[src/rtl/matrix_display_pkg.sv]
// Shared types and constants for the LED matrix scan scheduler.
package matrix_display_pkg;

  localparam int NUM_COLS = 3;
  localparam int NUM_ROWS = 7;

  localparam logic SCREEN_WATER      = 1'b0;
  localparam logic SCREEN_IRRIGATION = 1'b1;

  // Column index of the final column in a frame.
  localparam logic [1:0] LAST_COL = 2'd2;

  typedef enum logic [1:0] {
    IDLE  = 2'd0,
    BLANK = 2'd1,
    DRIVE = 2'd2
  } state_t;

  // One-hot column enable for a column index; out-of-range indices give all-zero.
  function automatic logic [NUM_COLS-1:0] col_onehot(input logic [1:0] idx);
    logic [NUM_COLS-1:0] oh;
    oh = '0;
    for (int k = 0; k < NUM_COLS; k++) begin
      if (idx == 2'(k)) oh[k] = 1'b1;
    end
    return oh;
  endfunction

endpackage

[src/rtl/matrix_slot_timer.sv]
// Column-slot timer: counts 0..SCAN_DIV-1 and flags the end of the blanking
// gap, the second-to-last slot cycle and the last slot cycle.
module matrix_slot_timer #(
  parameter int SCAN_DIV     = 1000,
  parameter int BLANK_CYCLES = 16
) (
  input  logic clock,
  input  logic reset_n,
  input  logic i_clear,
  input  logic i_en,
  output logic o_blank_done,
  output logic o_slot_penult,
  output logic o_slot_done
);

  // SCAN_DIV > BLANK_CYCLES >= 1, so SCAN_DIV >= 2 and CW >= 1.
  localparam int CW = $clog2(SCAN_DIV);
  localparam logic [CW-1:0] BLANK_LAST  = CW'(BLANK_CYCLES - 1);
  localparam logic [CW-1:0] SLOT_PENULT = CW'(SCAN_DIV - 2);
  localparam logic [CW-1:0] SLOT_LAST   = CW'(SCAN_DIV - 1);

  logic [CW-1:0] r_cnt;

  // Slot counter: cleared while idle, wraps after the last slot cycle.
  always_ff @(posedge clock or negedge reset_n) begin
    if (!reset_n) begin
      r_cnt <= '0;
    end else if (i_clear) begin
      r_cnt <= '0;
    end else if (i_en) begin
      if (r_cnt == SLOT_LAST) r_cnt <= '0;
      else                    r_cnt <= r_cnt + CW'(1);
    end
  end

  assign o_blank_done  = i_en && (r_cnt == BLANK_LAST);
  assign o_slot_penult = i_en && (r_cnt == SLOT_PENULT);
  assign o_slot_done   = i_en && (r_cnt == SLOT_LAST);

endmodule

[src/rtl/matrix_scan_scheduler.sv]
// Time-multiplexed 7x3 LED matrix scanner: blanks before each column, drives
// one latched column per slot, and alternates water/irrigation screens on
// frame boundaries.
module matrix_scan_scheduler
  import matrix_display_pkg::*;
#(
  parameter int SCAN_DIV     = 1000,
  parameter int BLANK_CYCLES = 16,
  parameter int DWELL_FRAMES = 200
) (
  input  logic                clock,
  input  logic                reset_n,
  input  logic                enable,
  input  logic                hold_water,
  input  logic [NUM_ROWS-1:0] water_col_2,
  input  logic [NUM_ROWS-1:0] water_col_1,
  input  logic [NUM_ROWS-1:0] water_col_0,
  input  logic [NUM_ROWS-1:0] irrigation_col_2,
  input  logic [NUM_ROWS-1:0] irrigation_col_1,
  input  logic [NUM_ROWS-1:0] irrigation_col_0,
  output logic [NUM_ROWS-1:0] rows,
  output logic [NUM_COLS-1:0] col_sel,
  output logic                screen,
  output logic                frame_tick
);

  localparam int FW = $clog2(DWELL_FRAMES + 1);
  localparam logic [FW-1:0] DWELL_LAST = FW'(DWELL_FRAMES - 1);

  state_t              r_state;
  logic [1:0]          r_col_idx;
  logic [FW-1:0]       r_frame_cnt;
  logic                r_screen;
  logic [NUM_ROWS-1:0] r_rows;
  logic [NUM_COLS-1:0] r_col_sel;
  logic                r_frame_tick;

  logic w_timer_clear;
  logic w_blank_done;
  logic w_slot_penult;
  logic w_slot_done;

  logic [NUM_ROWS-1:0] w_water_cols [NUM_COLS];
  logic [NUM_ROWS-1:0] w_irr_cols   [NUM_COLS];
  logic [NUM_ROWS-1:0] w_src_col;

  assign w_water_cols[0] = water_col_0;
  assign w_water_cols[1] = water_col_1;
  assign w_water_cols[2] = water_col_2;
  assign w_irr_cols[0]   = irrigation_col_0;
  assign w_irr_cols[1]   = irrigation_col_1;
  assign w_irr_cols[2]   = irrigation_col_2;

  // The timer only runs while actively scanning; idle or disable holds it at 0.
  assign w_timer_clear = !enable || (r_state == IDLE);

  matrix_slot_timer #(
    .SCAN_DIV     (SCAN_DIV),
    .BLANK_CYCLES (BLANK_CYCLES)
  ) u_slot_timer (
    .clock         (clock),
    .reset_n       (reset_n),
    .i_clear       (w_timer_clear),
    .i_en          (!w_timer_clear),
    .o_blank_done  (w_blank_done),
    .o_slot_penult (w_slot_penult),
    .o_slot_done   (w_slot_done)
  );

  // Source mux: current screen's pattern for the current column.
  always_comb begin
    w_src_col = '0;
    for (int k = 0; k < NUM_COLS; k++) begin
      if (r_col_idx == 2'(k)) begin
        w_src_col = (r_screen == SCREEN_IRRIGATION) ? w_irr_cols[k] : w_water_cols[k];
      end
    end
  end

  // Scan FSM with registered outputs, column index, frame counter and screen select.
  always_ff @(posedge clock or negedge reset_n) begin
    if (!reset_n) begin
      r_state      <= IDLE;
      r_col_idx    <= 2'd0;
      r_frame_cnt  <= '0;
      r_screen     <= SCREEN_WATER;
      r_rows       <= '0;
      r_col_sel    <= '0;
      r_frame_tick <= 1'b0;
    end else if (!enable) begin
      // Drop straight to dark; the selected screen survives a disable.
      r_state      <= IDLE;
      r_col_idx    <= 2'd0;
      r_frame_cnt  <= '0;
      r_rows       <= '0;
      r_col_sel    <= '0;
      r_frame_tick <= 1'b0;
    end else begin
      // Tick is pre-decoded one cycle early so it lands on the last DRIVE cycle
      // of column 2 as a registered output.
      r_frame_tick <= (r_state != IDLE) && w_slot_penult && (r_col_idx == LAST_COL);

      unique case (r_state)
        IDLE: begin
          r_state   <= BLANK;
          r_col_idx <= 2'd0;
          r_rows    <= '0;
          r_col_sel <= '0;
        end

        BLANK: begin
          if (w_blank_done) begin
            // Rows and column enable switch on together, so rows are never stale.
            r_state   <= DRIVE;
            r_rows    <= w_src_col;
            r_col_sel <= col_onehot(r_col_idx);
          end
        end

        DRIVE: begin
          if (w_slot_done) begin
            r_state   <= BLANK;
            r_rows    <= '0;
            r_col_sel <= '0;
            if (r_col_idx == LAST_COL) begin
              r_col_idx <= 2'd0;
              // Frame end: screen changes only here, so a frame is never mixed.
              if (hold_water) begin
                r_screen    <= SCREEN_WATER;
                r_frame_cnt <= '0;
              end else if (r_frame_cnt == DWELL_LAST) begin
                r_frame_cnt <= '0;
                r_screen    <= (r_screen == SCREEN_WATER) ? SCREEN_IRRIGATION : SCREEN_WATER;
              end else begin
                r_frame_cnt <= r_frame_cnt + FW'(1);
              end
            end else begin
              r_col_idx <= r_col_idx + 2'd1;
            end
          end
        end

        default: begin
          r_state   <= IDLE;
          r_rows    <= '0;
          r_col_sel <= '0;
        end
      endcase
    end
  end

  assign rows       = r_rows;
  assign col_sel    = r_col_sel;
  assign screen     = r_screen;
  assign frame_tick = r_frame_tick;

endmodule

[config.mk]
export PLATFORM = sky130hd
export DESIGN_NAME = matrix_scan_scheduler
export DESIGN_NICKNAME = d
export VERILOG_FILES = /design/src/rtl/matrix_display_pkg.sv /design/src/rtl/matrix_slot_timer.sv /design/src/rtl/matrix_scan_scheduler.sv
export SDC_FILE = /design/constraint.sdc
export NUM_CORES = 1
export LEC_CHECK = 0
export CORE_MARGIN = 3
export CORE_UTILIZATION = 43
export DETAILED_ROUTE_END_ITERATION = 16
export MAX_ROUTING_LAYER = met4
export PLACE_DENSITY = 0.76
export SYNTH_ARGS = -nofsm -noshare
export SYNTH_HDL_FRONTEND = slang
export SYNTH_SLANG_ARGS = --single-unit
[constraint.sdc]
create_clock -name clock -period 1.5 [get_ports clock]
set_input_delay 0.3 -clock clock [delete_from_list [all_inputs] [get_ports clock]]
set_output_delay 0.3 -clock clock [all_outputs]
set_load 0.02 [all_outputs]
======== Word level (Yosys, flattened, before mapping) ========
Index checks and enable logic that the tools add are counted.
word-level totals
  flip-flop bits (word level) ............. 34
  memory bits (writable) .................. 0
  logic and storage cells ................. 78
  ROM bits ................................ 0
  output and inout port bits .............. 12
  latch bits .............................. 0
  memories kept ........................... 0
cells by class
  shift-type cells ........................ 0
  add/subtract/negate cells ............... 3
  order comparisons ....................... 0
  muxes and demuxes ....................... 37
  div/mod/pow operators ................... 0
  bitwise logic cells ..................... 0
  reductions and logical operators ........ 16
  equality and inequality tests ........... 14
  multipliers ............................. 0
operators with widths
  kind                                                               number
  7-bit 2-to-1 mux                                                   9
  8-bit 2-to-1 mux                                                   6
  10-bit == test (second input constant)                             2
  10-bit 2-to-1 mux                                                  2
  7-bit case mux with 2 select lines                                 1
  2-bit 2-to-1 mux                                                   6
  10-bit by 1-bit adder with 10-bit output (second input constant)   1
  10-bit by 4-bit == test with 1-bit output (second input constant)  1
  3-bit 2-to-1 mux                                                   3
  8-bit by 1-bit adder with 8-bit output (second input constant)     1
  8-bit == test (second input constant)                              1
  1-bit 2-to-1 mux                                                   7
  2-bit by 1-bit != test with 1-bit output (second input constant)   3
  3-bit by 2-bit != test with 1-bit output (second input constant)   2
  2-bit case mux with 3 select lines                                 1
  3-bit case mux with 2 select lines                                 1
  1-bit logical AND                                                  5
  5-bit AND reduction                                                1
  2-bit by 1-bit == test with 1-bit output (second input constant)   2
  2-bit == test (second input constant)                              2
  2-bit zero test                                                    2
  2-bit case mux with 2 select lines                                 1
  2-bit AND reduction                                                2
  2-bit nonzero test                                                 2
  other kinds (5)                                                    6

======== Longest topological paths before layout ========
  depth in word-level cells ............... 7
  gate-level depth with buffers ........... 6
  gate-level depth less buffers ........... 5

======== By module ========
Synthesis repeated with hierarchy kept, for this count alone.
unflattened totals
  cells, all modules ...................... 222
  area, all modules ....................... 2133.3 µm²
by module, submodules not included
  module                 times used  cells each  sequential area each (µm²)  area each (µm²)
  matrix_scan_scheduler  1           152         600.6                       1500.2
  matrix_slot_timer      1           70          250.2                       633.1

======== Least setup slack after synthesis ========
No wires, ideal clock.
  kind .................................... register to register
  from .................................... register r_screen (netlist: screen)
  to ...................................... register r_rows[3] (netlist: rows[3])
  setup time .............................. 0.121 ns
  cell stages (with the launch flop) ...... 5
  path buffers ............................ 1
  slack ................................... -0.223 ns
  required time ........................... 1.379 ns
  arrival time ............................ 1.602 ns
  clock period less this slack ............ 1.723 ns
  cell sequence ........................... dfrtp_1 -> clkbuf_1 -> mux4_2 -> a22o_1 -> a22o_1
on the way
  cells in the longest elaborated chain, start to end .. 7
  elaborated cells between the ends (all ways) .. 9
RTL lines
  item                                    RTL line                      source
  start, declared                         matrix_scan_scheduler.sv:33   logic r_screen;
  start signal, assigned                  matrix_scan_scheduler.sv:133  r_screen <= (r_screen == SCREEN_WATER) ? SCREEN_IRRIGATION : SCREEN_WATER;
  7-bit 2-to-1 mux                        matrix_scan_scheduler.sv:75   w_src_col = (r_screen == SCREEN_IRRIGATION) ? w_irr_cols[k] : w_water_cols[k];
  7-bit 2-to-1 mux (2 in a row)           matrix_scan_scheduler.sv:74   if (r_col_idx == 2'(k)) begin
  7-bit 2-to-1 mux (*)                    matrix_scan_scheduler.sv:74
  7-bit 2-to-1 mux (*)                    matrix_scan_scheduler.sv:112  if (w_blank_done) begin
  7-bit case mux with 2 select lines (*)  matrix_scan_scheduler.sv:103  unique case (r_state)
  7-bit 2-to-1 mux (*)                    matrix_scan_scheduler.sv:90   end else if (!enable) begin
  end signal, assigned                    matrix_scan_scheduler.sv:115  r_rows <= w_src_col;
  end, declared                           matrix_scan_scheduler.sv:34   logic [NUM_ROWS-1:0] r_rows;
Mark *: on every way between the ends. The rest lies on a longest branch, timed or not. The select of a mux whose other input is x is not followed.
A chain may end at the register's enable or synchronous reset.

======== Final worst setup path ========
  from .................................... register u_slot_timer.r_cnt[4]
  to ...................................... register r_frame_cnt[1]
on the way
  cells in the longest elaborated chain, start to end .. 4
RTL lines
  item                                                       RTL line                      source
  start, declared                                            matrix_slot_timer.sv:22       logic [CW-1:0] r_cnt;
  start signal, assigned                                     matrix_slot_timer.sv:32       else r_cnt <= r_cnt + CW'(1);
  10-bit == test                                             matrix_slot_timer.sv:38       assign o_slot_done = i_en && (r_cnt == SLOT_LAST);
  1-bit logical AND                                          matrix_slot_timer.sv:38
  2-bit by 1-bit != test with 1-bit output (no source line)  -
  3-bit AND reduction (no source line)                       -
  end signal, assigned                                       matrix_scan_scheduler.sv:135  r_frame_cnt <= r_frame_cnt + FW'(1);
  end, declared                                              matrix_scan_scheduler.sv:32   logic [FW-1:0] r_frame_cnt;
Every way passes these cells.

==> metrics <==
outcome=complete, but fails checks; violated checks=negative setup slack; Iter 0 DRT Violations=106; GRT met3 Usage=4.73%; CTS tree=built; worst hold path type=in2async; Critical Path Sink=r_frame_cnt[1]$_DFFE_PN0P_; largest net degree at the start of global routing=35; VDD IR-drop max=478 µV; Hold Vio Cnt, Final=0; Synthesis Warnings=0; vias=1943; H-tree levels=2; Die W=74.4 µm; Clock Latency Late Sink=280 ps; data arrival time of the critical path=1760 ps; CP Max Fanout=8; Final min period=1550 ps; Post-Route WL=5230 µm; vias in the first global route=1878; R2R depth=4; f_max=0.646 GHz; reg2reg setup slack=-50 ps; synth top area cells=dfrtp_1 (42%), mux2i_1 (5.0%), nand3_1 (3.5%); Tot Pwr=2.00 mW; Slew headroom=79.6%; final setup fails=12; Post-Synthesis Cells=206; register area share after synthesis=42.3%; setup_tns=-119 ps; antenna violations before repair=0; Multi-input gate area=1160 µm²; Yosys reg bits=34; boundary pin count=58; crit end category=flop; Die H=74.4 µm; Crit Path Class=reg2reg; hpwl dp=4020 µm; Mapped Nets=255; ANT nets after route=0; met2 Usage GRT=33.5%; fin worst setup slack=-48.2 ps; cell taking the most area after synthesis=dfrtp_1; Pleak=1.41 nW; Starting Density=45.2%; Critical Path RT=1710 ps; total die area=5530 µm²; post-synth top area share=42.3%; wire length per cell=14.7 µm; Sequential Area=852 µm²; FILL cells=350; max cap viols=0; fraction of registers with async set/reset=100%; port buffer count=57; # diodes=0; Longest Clk Path Bufs=2; final net count=351; detailed-route vias per instance=5.47; r2r endpoint=r_frame_cnt[1]$_DFFE_PN0P_; CTS Buf Count=5; Final period util=103%; row count=24; core area=4440 µm²; Least-Margin Pin Slew=303 ps; Unique masters post-synth=46; hold slack=382 ps; Area growth syn-to-layout=55.7%; CTS root buf=clkbuf_8; RSZ-0062 raised after global routing=true; drt drc=0; Pwr Density=640 nW/µm²; layout cells sized above 1=25.1%; Mapped Area=2010 µm²; Pre-Repair DR Iteration Count=4; Slew Viols, Final=0; worst setup path startpoint=u_slot_timer.r_cnt[4]$_DFF_PN0_; syn avg cell area=9.76 µm²; Sink Count=34; GR peak layer=met2; Total GRT Usage=20.1%; Critical Path Start Type=flop; Post-synth EDFFs=0; Worst-path clk slew=70 ps; gr ovfl total=0; Worst Skew=5.65 ps; Crit Reg-Reg Startpoint=u_slot_timer.r_cnt[4]$_DFF_PN0_; Synth Flop Type=dfrtp_1; Routability Congestion=0.866; global-route wire length before repair=8360 µm; met1 global-route usage=24.4%
-- layout by cell type, fill, tap and decap left out, types with 2 or more instances in the layout --
| cell type | n |
|---|---|
| a21oi_1 | 7 |
| a22o_1 | 7 |
| a32o_1 | 5 |
| a32oi_1 | 3 |
| and2_1 | 4 |
| and3_1 | 4 |
| buf_4 | 42 |
| buf_6 | 3 |
| clkbuf_8 | 8 |
| clkdlybuf4s50_1 | 45 |
| dfrtp_1 | 33 |
| dlygate4sd2_1 | 12 |
| inv_1 | 5 |
| mux2_2 | 2 |
| mux2i_1 | 10 |
| mux4_2 | 2 |
| nand2_1 | 14 |
| nand2b_1 | 3 |
| nand3_1 | 13 |
| nand3b_1 | 2 |
| nand4_1 | 4 |
| nor2_1 | 16 |
| o211ai_1 | 7 |
| o21ai_0 | 9 |
| o31ai_1 | 3 |
| xnor2_1 | 2 |
| xor2_1 | 6 |
-- Yosys cell counts (all sizes together) (2+ instances only) --
library cell / number
a21oi: 8
a22o: 7
a32o: 5
a32oi: 3
and2: 4
and3: 5
and3b: 2
and4: 2
buf: 7
clkbuf: 7
dfrtp: 34
ha: 3
inv: 5
mux2: 2
mux2i: 10
mux4: 2
nand2: 14
nand2b: 4
nand3: 14
nand3b: 2
nand4: 5
nor2: 17
o211ai: 7
o21ai: 10
o31ai: 3
xnor2: 2
xor2: 6
-- per-stage QoR --
| stage | cell area, µm² | utilization (%) | setup WS [ps] | std cells |
|---|---|---|---|---|
| final | 3130 | 70.4 | -48.2 | 355 |
| after global placement | 2960 | 66.5 | -319 | 346 |
| after CTS | 3110 | 70.1 | -69.0 | 355 |
| after floorplan | 2050 | - | -96.8 | 206 |
| after detailed placement | 2960 | 66.5 | -379 | 346 |
| after global routing | 3130 | 70.4 | -140 | 355 |
-- kinds of logic after synthesis --
group	after synthesis	synth area share (%)
flip-flops	34	42.3
multiplexers	14	8.34
AO/OA/AOI/OAI	50	17.8
AND/OR/NAND/NOR	78	21.6
buffers and inverters	19	4.60
adder cells (fa/ha/maj)	3	1.87
XOR/XNOR	8	3.48
-- per-layer routing --
| metal | routed length, µm | vias to the layer above |
|---|---|---|
| met5 | 0 | - |
| met4 | 68 | 0 |
| met3 | 194 | 6 |
| met2 | 2750 | 39 |
| met1 | 2220 | 941 |
| li1 | - | 957 |
-- final cells by class --
class	count	area share (%)
Clock buffer	8	3.52
Inverter	5	0.600
Multi-Input combinational cell	153	37.1
Sequential cell	34	27.2
Tap cell	52	2.08
Timing Repair Buffer	103	29.5
-- worst min path at each step --
| stage | slack [ps] | startpoint | end |
|---|---|---|---|
| after floorplan | 4 | reset_n | col_sel[0]$_DFFE_PN0P_ |
| after global placement | 470 | rows[2]$_DFFE_PN0P_ | rows[2]$_DFFE_PN0P_ |
| after detailed placement | 480 | rows[2]$_DFFE_PN0P_ | rows[2]$_DFFE_PN0P_ |
| after CTS | 390 | reset_n | col_sel[1]$_DFFE_PN0P_ |
| after global routing | 390 | reset_n | rows[1]$_DFFE_PN0P_ |
| final | 380 | reset_n | rows[1]$_DFFE_PN0P_ |
-- report_power, final --
group,internal [mW],switching [mW]
sequential,0.925,0.00561
clock,0.464,0.332
combinational,0.175,0.103
total,1.56,0.441
-- flip-flops by register name, indices dropped and copies added (netlist names) --
register and cells:
r_col_idx 2, u_slot_timer.r_cnt 10, r_frame_cnt 8, screen 1
col_sel 3, frame_tick 1, rows 7, r_state 2
-- worst max-delay path, stage by stage, from the launching register on --
cell	delay, ps
dfrtp_1	410
and4bb_4	360
nand4_4	170
or3b_1	380
a21boi_1	150
-- repair_timing --
| item | 4_1_cts | 5_1_grt |
|---|---|---|
| hold buffers | 0 | 0 |
| pin swaps | 6 | 5 |
| setup endpoints to repair | 40 | 26 |
| setup buffers | 1 | 0 |
| gates resized for setup | 29 | 5 |
| endpoints found under the hold margin | 0 | 0 |
Power figures use the tool's default switching activity.
